==> config.mk <==
export PLATFORM = sky130hd
export DESIGN_NAME = incr_stream_monitor_flat
export DESIGN_NICKNAME = d
export VERILOG_FILES = /design/src/rtl/incr_mon_pkg.sv /design/src/rtl/incr_stream_monitor_if.sv /design/src/rtl/sat_counter.sv /design/src/rtl/incr_stream_monitor.sv /design/src/flat_wrapper.sv
export SDC_FILE = /design/constraint.sdc
export NUM_CORES = 1
export LEC_CHECK = 0
export ABC_AREA = 1
export ABC_CLOCK_PERIOD_IN_PS = 2070
export CORE_MARGIN = 4
export CORE_UTILIZATION = 30
export CTS_CLUSTER_SIZE = 25
export DETAILED_ROUTE_END_ITERATION = 10
export PLACE_DENSITY = 0.5
export SLEW_MARGIN = 20
export SYNTH_ARGS = -nofsm -noshare
export SYNTH_HDL_FRONTEND = slang
export SYNTH_HIERARCHICAL = 1
export SYNTH_SLANG_ARGS = --single-unit
==> constraint.sdc <==
create_clock -name clk -period 2.07 [get_ports clk]
set_input_delay 0.207 -clock clk [delete_from_list [all_inputs] [get_ports clk]]
set_output_delay 0.207 -clock clk [all_outputs]
set_load 0.005 [all_outputs]
==> src/rtl/incr_mon_pkg.sv <==
// Shared types and defaults for the incrementing-stream monitor.
// Latency: n/a (declarations only).
// Backpressure: n/a.
package incr_mon_pkg;

  typedef enum logic [1:0] {
    S_EMPTY   = 2'd0,
    S_ACQUIRE = 2'd1,
    S_LOCKED  = 2'd2
  } state_t;

  localparam int DEF_WIDTH = 8;
  localparam int DEF_CNT_W = 16;

  // The streak counter must be able to hold the value LOCK_N itself.
  function automatic int streak_w(input int lock_n);
    return $clog2(lock_n + 1);
  endfunction

endpackage

==> src/rtl/incr_stream_monitor_if.sv <==
// Sample bus from the upstream counter stage into the monitor.
// Latency: n/a (wires only).
// Backpressure: none; every valid sample is consumed by the slave.
//   in_valid : sample present this cycle
//   in_data  : sample value
interface incr_stream_monitor_if
  import incr_mon_pkg::*;
#(
  parameter int WIDTH = DEF_WIDTH
);

  logic             in_valid;
  logic [WIDTH-1:0] in_data;

  modport master (output in_valid, output in_data);
  modport slave  (input  in_valid, input  in_data);

endinterface

==> src/rtl/sat_counter.sv <==
// Saturating up-counter used for the error and wrap event tallies.
// Latency: q reflects an inc one cycle after the edge that samples it.
// Backpressure: none; holds at all-ones once saturated.
//   clk, rst (sync, active-high), clr (sync soft clear), inc, q
module sat_counter #(
  parameter int W = 16
) (
  input  logic         clk,
  input  logic         rst,
  input  logic         clr,
  input  logic         inc,
  output logic [W-1:0] q
);

  logic [W-1:0] cnt_q;
  logic [W-1:0] cnt_d;

  always_comb begin
    cnt_d = cnt_q;
    if (inc && (cnt_q != '1)) begin
      cnt_d = cnt_q + W'(1);
    end
  end

  always_ff @(posedge clk) begin
    if (rst || clr) begin
      cnt_q <= '0;
    end else begin
      cnt_q <= cnt_d;
    end
  end

  assign q = cnt_q;

endmodule

==> src/rtl/incr_stream_monitor.sv <==
// Checks an incrementing sample stream, declares lock after LOCK_N good steps,
// and reports step errors / wrap-arounds. Latency: all outputs one cycle after
// the accepting edge. Backpressure: none; every valid sample is accepted.
//   clk, rst      : clock, synchronous active-high reset
//   in_if         : sample bus (in_valid, in_data), slave side
//   clear         : synchronous soft clear, same effect as rst
//   locked        : high while in S_LOCKED
//   err_pulse     : 1-cycle pulse on a mismatch while locked
//   wrap_pulse    : 1-cycle pulse on a matching step that wrapped
//   err_count     : saturating count of err_pulse events
//   wrap_count    : saturating count of wrap_pulse events
//   last_data     : most recently accepted sample
module incr_stream_monitor
  import incr_mon_pkg::*;
#(
  parameter int WIDTH  = DEF_WIDTH,
  parameter int STEP   = 1,
  parameter int LOCK_N = 4,
  parameter int CNT_W  = DEF_CNT_W
) (
  input  logic                 clk,
  input  logic                 rst,
  incr_stream_monitor_if.slave in_if,
  input  logic                 clear,
  output logic                 locked,
  output logic                 err_pulse,
  output logic                 wrap_pulse,
  output logic [CNT_W-1:0]     err_count,
  output logic [CNT_W-1:0]     wrap_count,
  output logic [WIDTH-1:0]     last_data
);

  localparam int               SW        = streak_w(LOCK_N);
  localparam logic [WIDTH-1:0] STEP_W    = WIDTH'(STEP);
  // Streak value at which one more match completes the lock.
  localparam logic [SW-1:0]    LOCK_LAST = SW'(LOCK_N - 1);

  state_t           state_q;
  logic [SW-1:0]    streak_q;
  logic [WIDTH-1:0] last_q;
  logic             locked_q;
  logic             err_q;
  logic             wrap_q;

  logic [WIDTH-1:0] exp_data;
  logic             live;
  logic             match;
  logic             wrapped;
  logic             err_evt;
  logic             wrap_evt;

  // A sample arriving together with clear is dropped.
  assign live     = in_if.in_valid & ~clear;
  assign exp_data = last_q + STEP_W;
  assign match    = in_if.in_valid & (in_if.in_data == exp_data);
  assign wrapped  = match & (in_if.in_data < last_q);

  // In S_EMPTY last_q holds no accepted sample, so neither event may fire there.
  assign err_evt  = live & ~match & (state_q == S_LOCKED);
  assign wrap_evt = live & wrapped & (state_q != S_EMPTY);

  always_ff @(posedge clk) begin
    if (rst || clear) begin
      state_q  <= S_EMPTY;
      streak_q <= '0;
      last_q   <= '0;
      locked_q <= 1'b0;
      err_q    <= 1'b0;
      wrap_q   <= 1'b0;
    end else begin
      err_q  <= err_evt;
      wrap_q <= wrap_evt;
      if (in_if.in_valid) begin
        last_q <= in_if.in_data;
        case (state_q)
          S_EMPTY: begin
            state_q  <= S_ACQUIRE;
            streak_q <= '0;
            locked_q <= 1'b0;
          end
          S_ACQUIRE: begin
            if (match) begin
              streak_q <= streak_q + SW'(1);
              if (streak_q == LOCK_LAST) begin
                state_q  <= S_LOCKED;
                locked_q <= 1'b1;
              end
            end else begin
              streak_q <= '0;
            end
          end
          S_LOCKED: begin
            if (!match) begin
              state_q  <= S_ACQUIRE;
              streak_q <= '0;
              locked_q <= 1'b0;
            end
          end
          default: begin
            state_q  <= S_EMPTY;
            streak_q <= '0;
            locked_q <= 1'b0;
          end
        endcase
      end
    end
  end

  sat_counter #(.W(CNT_W)) u_err_cnt (
    .clk (clk),
    .rst (rst),
    .clr (clear),
    .inc (err_evt),
    .q   (err_count)
  );

  sat_counter #(.W(CNT_W)) u_wrap_cnt (
    .clk (clk),
    .rst (rst),
    .clr (clear),
    .inc (wrap_evt),
    .q   (wrap_count)
  );

  assign locked     = locked_q;
  assign err_pulse  = err_q;
  assign wrap_pulse = wrap_q;
  assign last_data  = last_q;

endmodule

==> src/flat_wrapper.sv <==
// flat-port wrapper written by rule: the top's interface ports become plain ports
module incr_stream_monitor_flat import incr_mon_pkg::*;
#(
  parameter int WIDTH  = DEF_WIDTH,
  parameter int STEP   = 1,
  parameter int LOCK_N = 4,
  parameter int CNT_W  = DEF_CNT_W
)
  (clk, rst, clear, locked, err_pulse, wrap_pulse, err_count, wrap_count, last_data, in_if_in_valid, in_if_in_data);
  incr_stream_monitor_if #(.WIDTH(WIDTH)) in_if_i ();
  input  logic clk;
  input  logic rst;
  input  logic clear;
  output logic locked;
  output logic err_pulse;
  output logic wrap_pulse;
  output logic [CNT_W-1:0] err_count;
  output logic [CNT_W-1:0] wrap_count;
  output logic [WIDTH-1:0] last_data;
  input wire logic [$bits(in_if_i.in_valid)-1:0] in_if_in_valid;
  input wire logic [$bits(in_if_i.in_data)-1:0] in_if_in_data;
  assign in_if_i.in_valid = in_if_in_valid;
  assign in_if_i.in_data = in_if_in_data;
  incr_stream_monitor #(.WIDTH(WIDTH), .STEP(STEP), .LOCK_N(LOCK_N), .CNT_W(CNT_W)) u_core (.clk(clk), .rst(rst), .in_if(in_if_i), .clear(clear), .locked(locked), .err_pulse(err_pulse), .wrap_pulse(wrap_pulse), .err_count(err_count), .wrap_count(wrap_count), .last_data(last_data));
endmodule
* Word-level counts from Yosys, hierarchy flattened
Index checks and enable logic that the tools add are counted.
** Storage, ports and cells
- Flip-flop bits (word level) :: 48
- Bits of input ports :: 12
- Output and inout port bits :: 43
- Word-level logic and storage cells :: 49
** Operators by class
- Add/sub/neg operators :: 4
- Order comparisons :: 1
- Equal/unequal tests :: 9
- Muxes and demuxes :: 11
- Bitwise operators :: 9
- Reductions and logical operators :: 7
** Operators with widths (count)
- adder 16 x 1 -> 16 bit (second input constant) :: 2
- inequality test 16 bit (second input constant) :: 2
- adder 8 x 1 -> 8 bit (second input constant) :: 1
- equality test 8 bit :: 1
- < comparator 8 bit :: 1
- AND 1 bit :: 7
- two-way mux 2 bit :: 3
- two-way mux 3 bit :: 2
- case mux 2 bit (3 select lines) :: 1
- case mux 3 bit (2 select lines) :: 1
- inequality test 2 x 1 -> 1 bit (second input constant) :: 2
- AND reduction 4 bit :: 1
- adder 3 x 1 -> 3 bit (second input constant) :: 1
- equality test 3 x 2 -> 1 bit (second input constant) :: 1
- two-way mux 1 bit :: 3
- equality test 2 x 1 -> 1 bit (second input constant) :: 1
- equality test 2 bit (second input constant) :: 1
- logical AND 1 bit :: 2
- zero test 2 bit :: 1
- inequality test 2 bit (second input constant) :: 1
- NOT 1 bit :: 2
- case mux 1 bit (2 select lines) :: 1
- AND reduction 2 bit :: 1
- nonzero test 2 bit :: 1
- logical OR 1 bit :: 1

* Logic depth before layout (Yosys ltp)
- Word-level depth :: 7
- Gate-level depth with buffers :: 18
- Depth with buffers taken out :: 18

* By module
Netlist, hierarchy kept.
** Modules (own cells, without submodules)
- sat_counter :: instances 2, cells an instance 156, area each 1004.7 um2, sequential area each 320.3 um2
- incr_stream_monitor :: instances 1, cells an instance 178, area each 1167.4 um2, sequential area each 300.3 um2

* Worst setup path after synthesis
Ideal clock, no wire load.
- Kind :: reg2reg
- Start :: reg u_core.last_q[0] (netlist: u_core/last_data[0])
- End :: reg u_core.u_wrap_cnt.cnt_q[14] (netlist: u_core/u_wrap_cnt/q[14])
- Setup time :: 115 ps
- Data arrival time :: 2181 ps
- Data required time :: 1955 ps
- Path slack :: -226 ps
- Stages on the path, launching flop included :: 19
- Path buffers :: 0
- Period minus slack after synthesis :: 2296 ps
- Cell sequence :: dfxtp_1 > ha_1 > inv_1 > nand2_1 > nand2_1 > nor2_1 > nand3_4 > clkinv_1 > nand3_1 > nor2_1 > nand4_1 > nor2_1 > inv_2 > nor2_1 > nand2_1 > nor2_1 > nand3_1 > nand2_1 > nor2_1
** Between the ends
- Word-level cells in the longest chain between the ends :: 7
- Elaborated cells on any way between the ends :: 8
- Classes of those cells :: add/sub (1); order compare (1); eq/ne (1); bitwise (4); reduce/logical (1)
** RTL lines
- from (decl) :: RTL line incr_stream_monitor.sv:40 : logic [WIDTH-1:0] last_q;
- from (signal assigned) :: RTL line incr_stream_monitor.sv:74 : last_q <= in_if.in_data;
- adder 8 x 1 -> 8 bit :: RTL line incr_stream_monitor.sv:54 : assign exp_data = last_q + STEP_W;
- equality test 8 bit :: RTL line incr_stream_monitor.sv:55 : assign match = in_if.in_valid & (in_if.in_data == exp_data);
- AND 1 bit :: RTL line incr_stream_monitor.sv:55
- AND 1 bit * :: RTL line incr_stream_monitor.sv:56 : assign wrapped = match & (in_if.in_data < last_q);
- AND 1 bit * (2 in a row) :: RTL line incr_stream_monitor.sv:60 : assign wrap_evt = live & wrapped & (state_q != S_EMPTY);
- net u_core.wrap_evt :: RTL line incr_stream_monitor.sv:50 : logic wrap_evt;
- logical AND 1 bit * :: RTL line sat_counter.sv:20 : if (inc && (cnt_q != '1)) begin
- to (signal assigned) :: RTL line sat_counter.sv:29 : cnt_q <= cnt_d;
- to (decl) :: RTL line sat_counter.sv:15 : logic [W-1:0] cnt_q;
Mark *: on every way through the listed nets, which the timed path passes. The rest lies on a longest branch.
A chain may end at the register's enable or synchronous reset.

* Worst setup path after layout
- Start :: reg u_core.last_q[1] (netlist: u_core/last_data[1])
- End :: reg u_core.u_wrap_cnt.cnt_q[11] (netlist: u_core/u_wrap_cnt/q[11])
Same word-level chain as after synthesis.

==> impl_metrics.env <==
export IMPL_worstPathMaxFanout=3
export IMPL_synth_fa_ha_area_frac=0.0512
export IMPL_p_int_uw=1270
export IMPL_grt_pass1_wl_um=14100
export IMPL_routed_via_density=4.36
export IMPL_area_growth_pct=46.6
export IMPL_syn_num_nets=515
export IMPL_cp_required_ps=2270
export IMPL_yosysSeqAreaShare=0.296
export IMPL_cts_hold_fix_buffers=0
export IMPL_synth_simple_gate_area_share=0.477
export IMPL_crit_type="flop to flop"
export IMPL_routabilityCongestion=0.793
export IMPL_r2r_cells=19
export IMPL_die_x_um=111
export IMPL_synthMuxAreaShare=0
export IMPL_p_switching_uw=466
export IMPL_antenna_found_initial=0
export IMPL_comb_power_share=0.144
export IMPL_coreArea_um2=10300
export IMPL_p_seq_frac=0.529
export IMPL_drv_cap=0
export IMPL_path_clk_slew_ps=100
export IMPL_h_tree_depth=2
export IMPL_initialDrtViolationCount=122
export IMPL_rows=37
export IMPL_synth_xor_area_frac=0.00276
export IMPL_setup_ws_ps=-274
export IMPL_finalCriticalPeriod_ps=2340
export IMPL_status="complete, but fails checks"
export IMPL_min_path_cells=2
export IMPL_layout_cells_non_filler=741
export IMPL_die_y_um=111
export IMPL_n_antenna_cell=0
export IMPL_start_util=0.308
export IMPL_ys_flop_type="dfxtp_1"
export IMPL_drcViolationCount=0
export IMPL_ys_types=28
export IMPL_avgSynthCellArea_um2=6.48
export IMPL_irDropWorstVdd_mv=0.236
export IMPL_drt_total_wl_um=8540
export IMPL_async_flop_share=0
export IMPL_tritoncts="done"
export IMPL_cts_buffers=5
export IMPL_switching_share=0.268
export IMPL_max_slew_margin=0.831
export IMPL_pwr_share_clk=0.328
export IMPL_die_area_um2=12300
export IMPL_avgRoutedWirePerCell_um=11.5
export IMPL_num_vias=3228
export IMPL_critPathCaptureType="flop"
export IMPL_powerDensity_nw_per_um2=373
export IMPL_fmax_mhz=427
export IMPL_syn_area_um2=3180
export IMPL_synth_edf_count=0
export IMPL_tightestPinTransition_ps=253
export IMPL_ys_seq_elements=47
export IMPL_ys_warn_count=6
export IMPL_synth_compound_area_frac=0.0748
export IMPL_fin_util=0.451
export IMPL_startpoint_type="flop"
export IMPL_drive_gt1_frac=0.288
export IMPL_fin_crit_sh=1.13
export IMPL_syn_inst=490
export IMPL_grt_pass1_vias=3084
export IMPL_antenna_left=0
export IMPL_final_nets=629
export IMPL_violations="setup timing"
export IMPL_overflow=0
export IMPL_drv_slew=0
export IMPL_synth_top_family_by_area="simple AND/OR/NAND/NOR gates"
export IMPL_dpl_cell_count=721
export IMPL_cts_path_max_buffers=2
export IMPL_pin_count=55
export IMPL_clock_latency_ps=300
export IMPL_finalSetupViolCount=34
export IMPL_firstDrtPassIters=4
export IMPL_root_buffer="clkbuf_8"
export IMPL_rsz0062_at_grt="true"
export IMPL_place_port_buffers=54
export IMPL_hpwl_um=6570
export IMPL_num_fill_cells=1039
export IMPL_grtUsageTotal=0.135
export IMPL_hold_path_class="flop to flop"
export IMPL_grt_max_degree=17
export IMPL_clock_skew_ps=7.95
export IMPL_power_leakage_uw=0.00190
export IMPL_cts_sinks=47
export IMPL_arrival_ps=2540
export IMPL_hold_viol=0
registers in the layout, summed over array words and instances (netlist names):
signal / flops
u_core/err_pulse: 1
u_core/state_q: 2
u_core/wrap_pulse: 1
u_core/u_wrap_cnt/q: 16
u_core/last_data: 8
u_core/streak_q: 3
u_core/u_err_cnt/q: 16
timing repair:
item                                    4_1_cts  5_1_grt
endpoints found under the setup margin       29       38
pin swaps                                    23       19
gates resized for setup                      25       45
cloned                                        0        0
setup buffers                                 9        5
layer usage:
metal  wire (µm)  global-route usage
met3         319              0.0338
met5           0                   0
met2        4180               0.237
met4          29              0.0197
met1        4010               0.172
final timing paths:
kind | start | end | slack (ps)
worst max-delay path | u_core/last_data[1] | u_core/u_wrap_cnt/q[11] | -270
worst min-delay path | u_core/streak_q[1] | u_core/streak_q[1] | 480
worst max register to register | u_core/last_data[1] | u_core/u_wrap_cnt/q[11] | -270
worst min register to register | u_core/streak_q[1] | u_core/streak_q[1] | 480
synthesized netlist by cell type, types with 3 or more instances:
cell,number,area share
nor3_1,3,0.0047
inv_1,61,0.072
a21oi_1,31,0.049
nand4_1,4,0.0079
nand3b_1,3,0.0071
nand2_4,4,0.014
dfxtp_1,47,0.30
nor2_2,12,0.024
nor2_4,12,0.043
o21ai_0,14,0.022
buf_6,5,0.018
ha_1,13,0.051
nand2_1,127,0.15
nand2_2,8,0.016
nor2_1,90,0.11
nand3_1,34,0.054
inv_2,5,0.0059
stage by stage:
step	setup WS [ps]	hold slack, ps	instance area, µm²	TNS (ps)	power [µW]
2_1_floorplan	-2.65	279	3220	-5.30	1060
3_3_place_gp	-605	451	4220	-13540	1170
3_5_place_dp	-664	458	4220	-14520	1170
4_1_cts	-376	477	4470	-5900	1760
5_1_grt	-470	517	4660	-11060	1840
6_report	-274	477	4660	-4490	1740
power groups by stage:
stage	combinational, µW	sequential (µW)	clock (µW)
global placement	234	939	0
finish	250	918	569
floorplan	115	942	0
global route	278	920	642
CTS	241	918	603
detailed placement	235	939	0
layout by cell type (no fill, tap or decap), types with 3 or more instances in the layout:
master,netlist,routed
nand2_1,127,117
nor2_1,90,75
inv_1,61,58
clkdlybuf4s50_1,0,54
buf_4,0,54
dfxtp_1,47,44
a21oi_1,31,25
nor2_4,12,24
nand3_1,34,21
nand2_2,8,17
nor2_2,12,15
o21ai_0,14,12
ha_1,13,12
nand3_2,2,11
inv_2,5,8
a21oi_2,0,6
clkbuf_8,0,5
nand3_4,1,5
nand2_4,4,5
buf_6,5,4
nand4_1,4,4
nand3b_1,3,3
kinds of logic after synthesis:
logic type / Yosys count
and+or+nand+nor: 309
buffers and inverters: 73
AOI/OAI and AO/OA: 47
DFF: 47
adders and majority gates: 13
xor gates and xnor gates: 1
critical path, cell delays in order, from the launching register on:
cell and delay (ps):
dfxtp_2 330, buf_6 110, ha_4 260, inv_2 30, nand2_2 40, nand2_2 60, nor2_4 130, nand3_4 100
inv_4 70, nand3_4 70, nor2_4 80, nand4_1 150, nor2_2 190, buf_4 150, buf_6 90, nand3_4 70
nor2_4 130, nand3_2 80, nand2_2 60, nor2_1 40
cell type report:
class / instances / area [µm²] / share of cell area
multi-input cells: 370 / 2210 / 0.474
repair buffers: 112 / 991 / 0.213
flip-flops and latches: 47 / 947 / 0.203
inverters: 68 / 258 / 0.0554
well taps: 136 / 170 / 0.0365
clock buffers: 6 / 72.6 / 0.0156
clock inverters: 2 / 11.3 / 0.00242
Power figures use the tool's default switching activity.
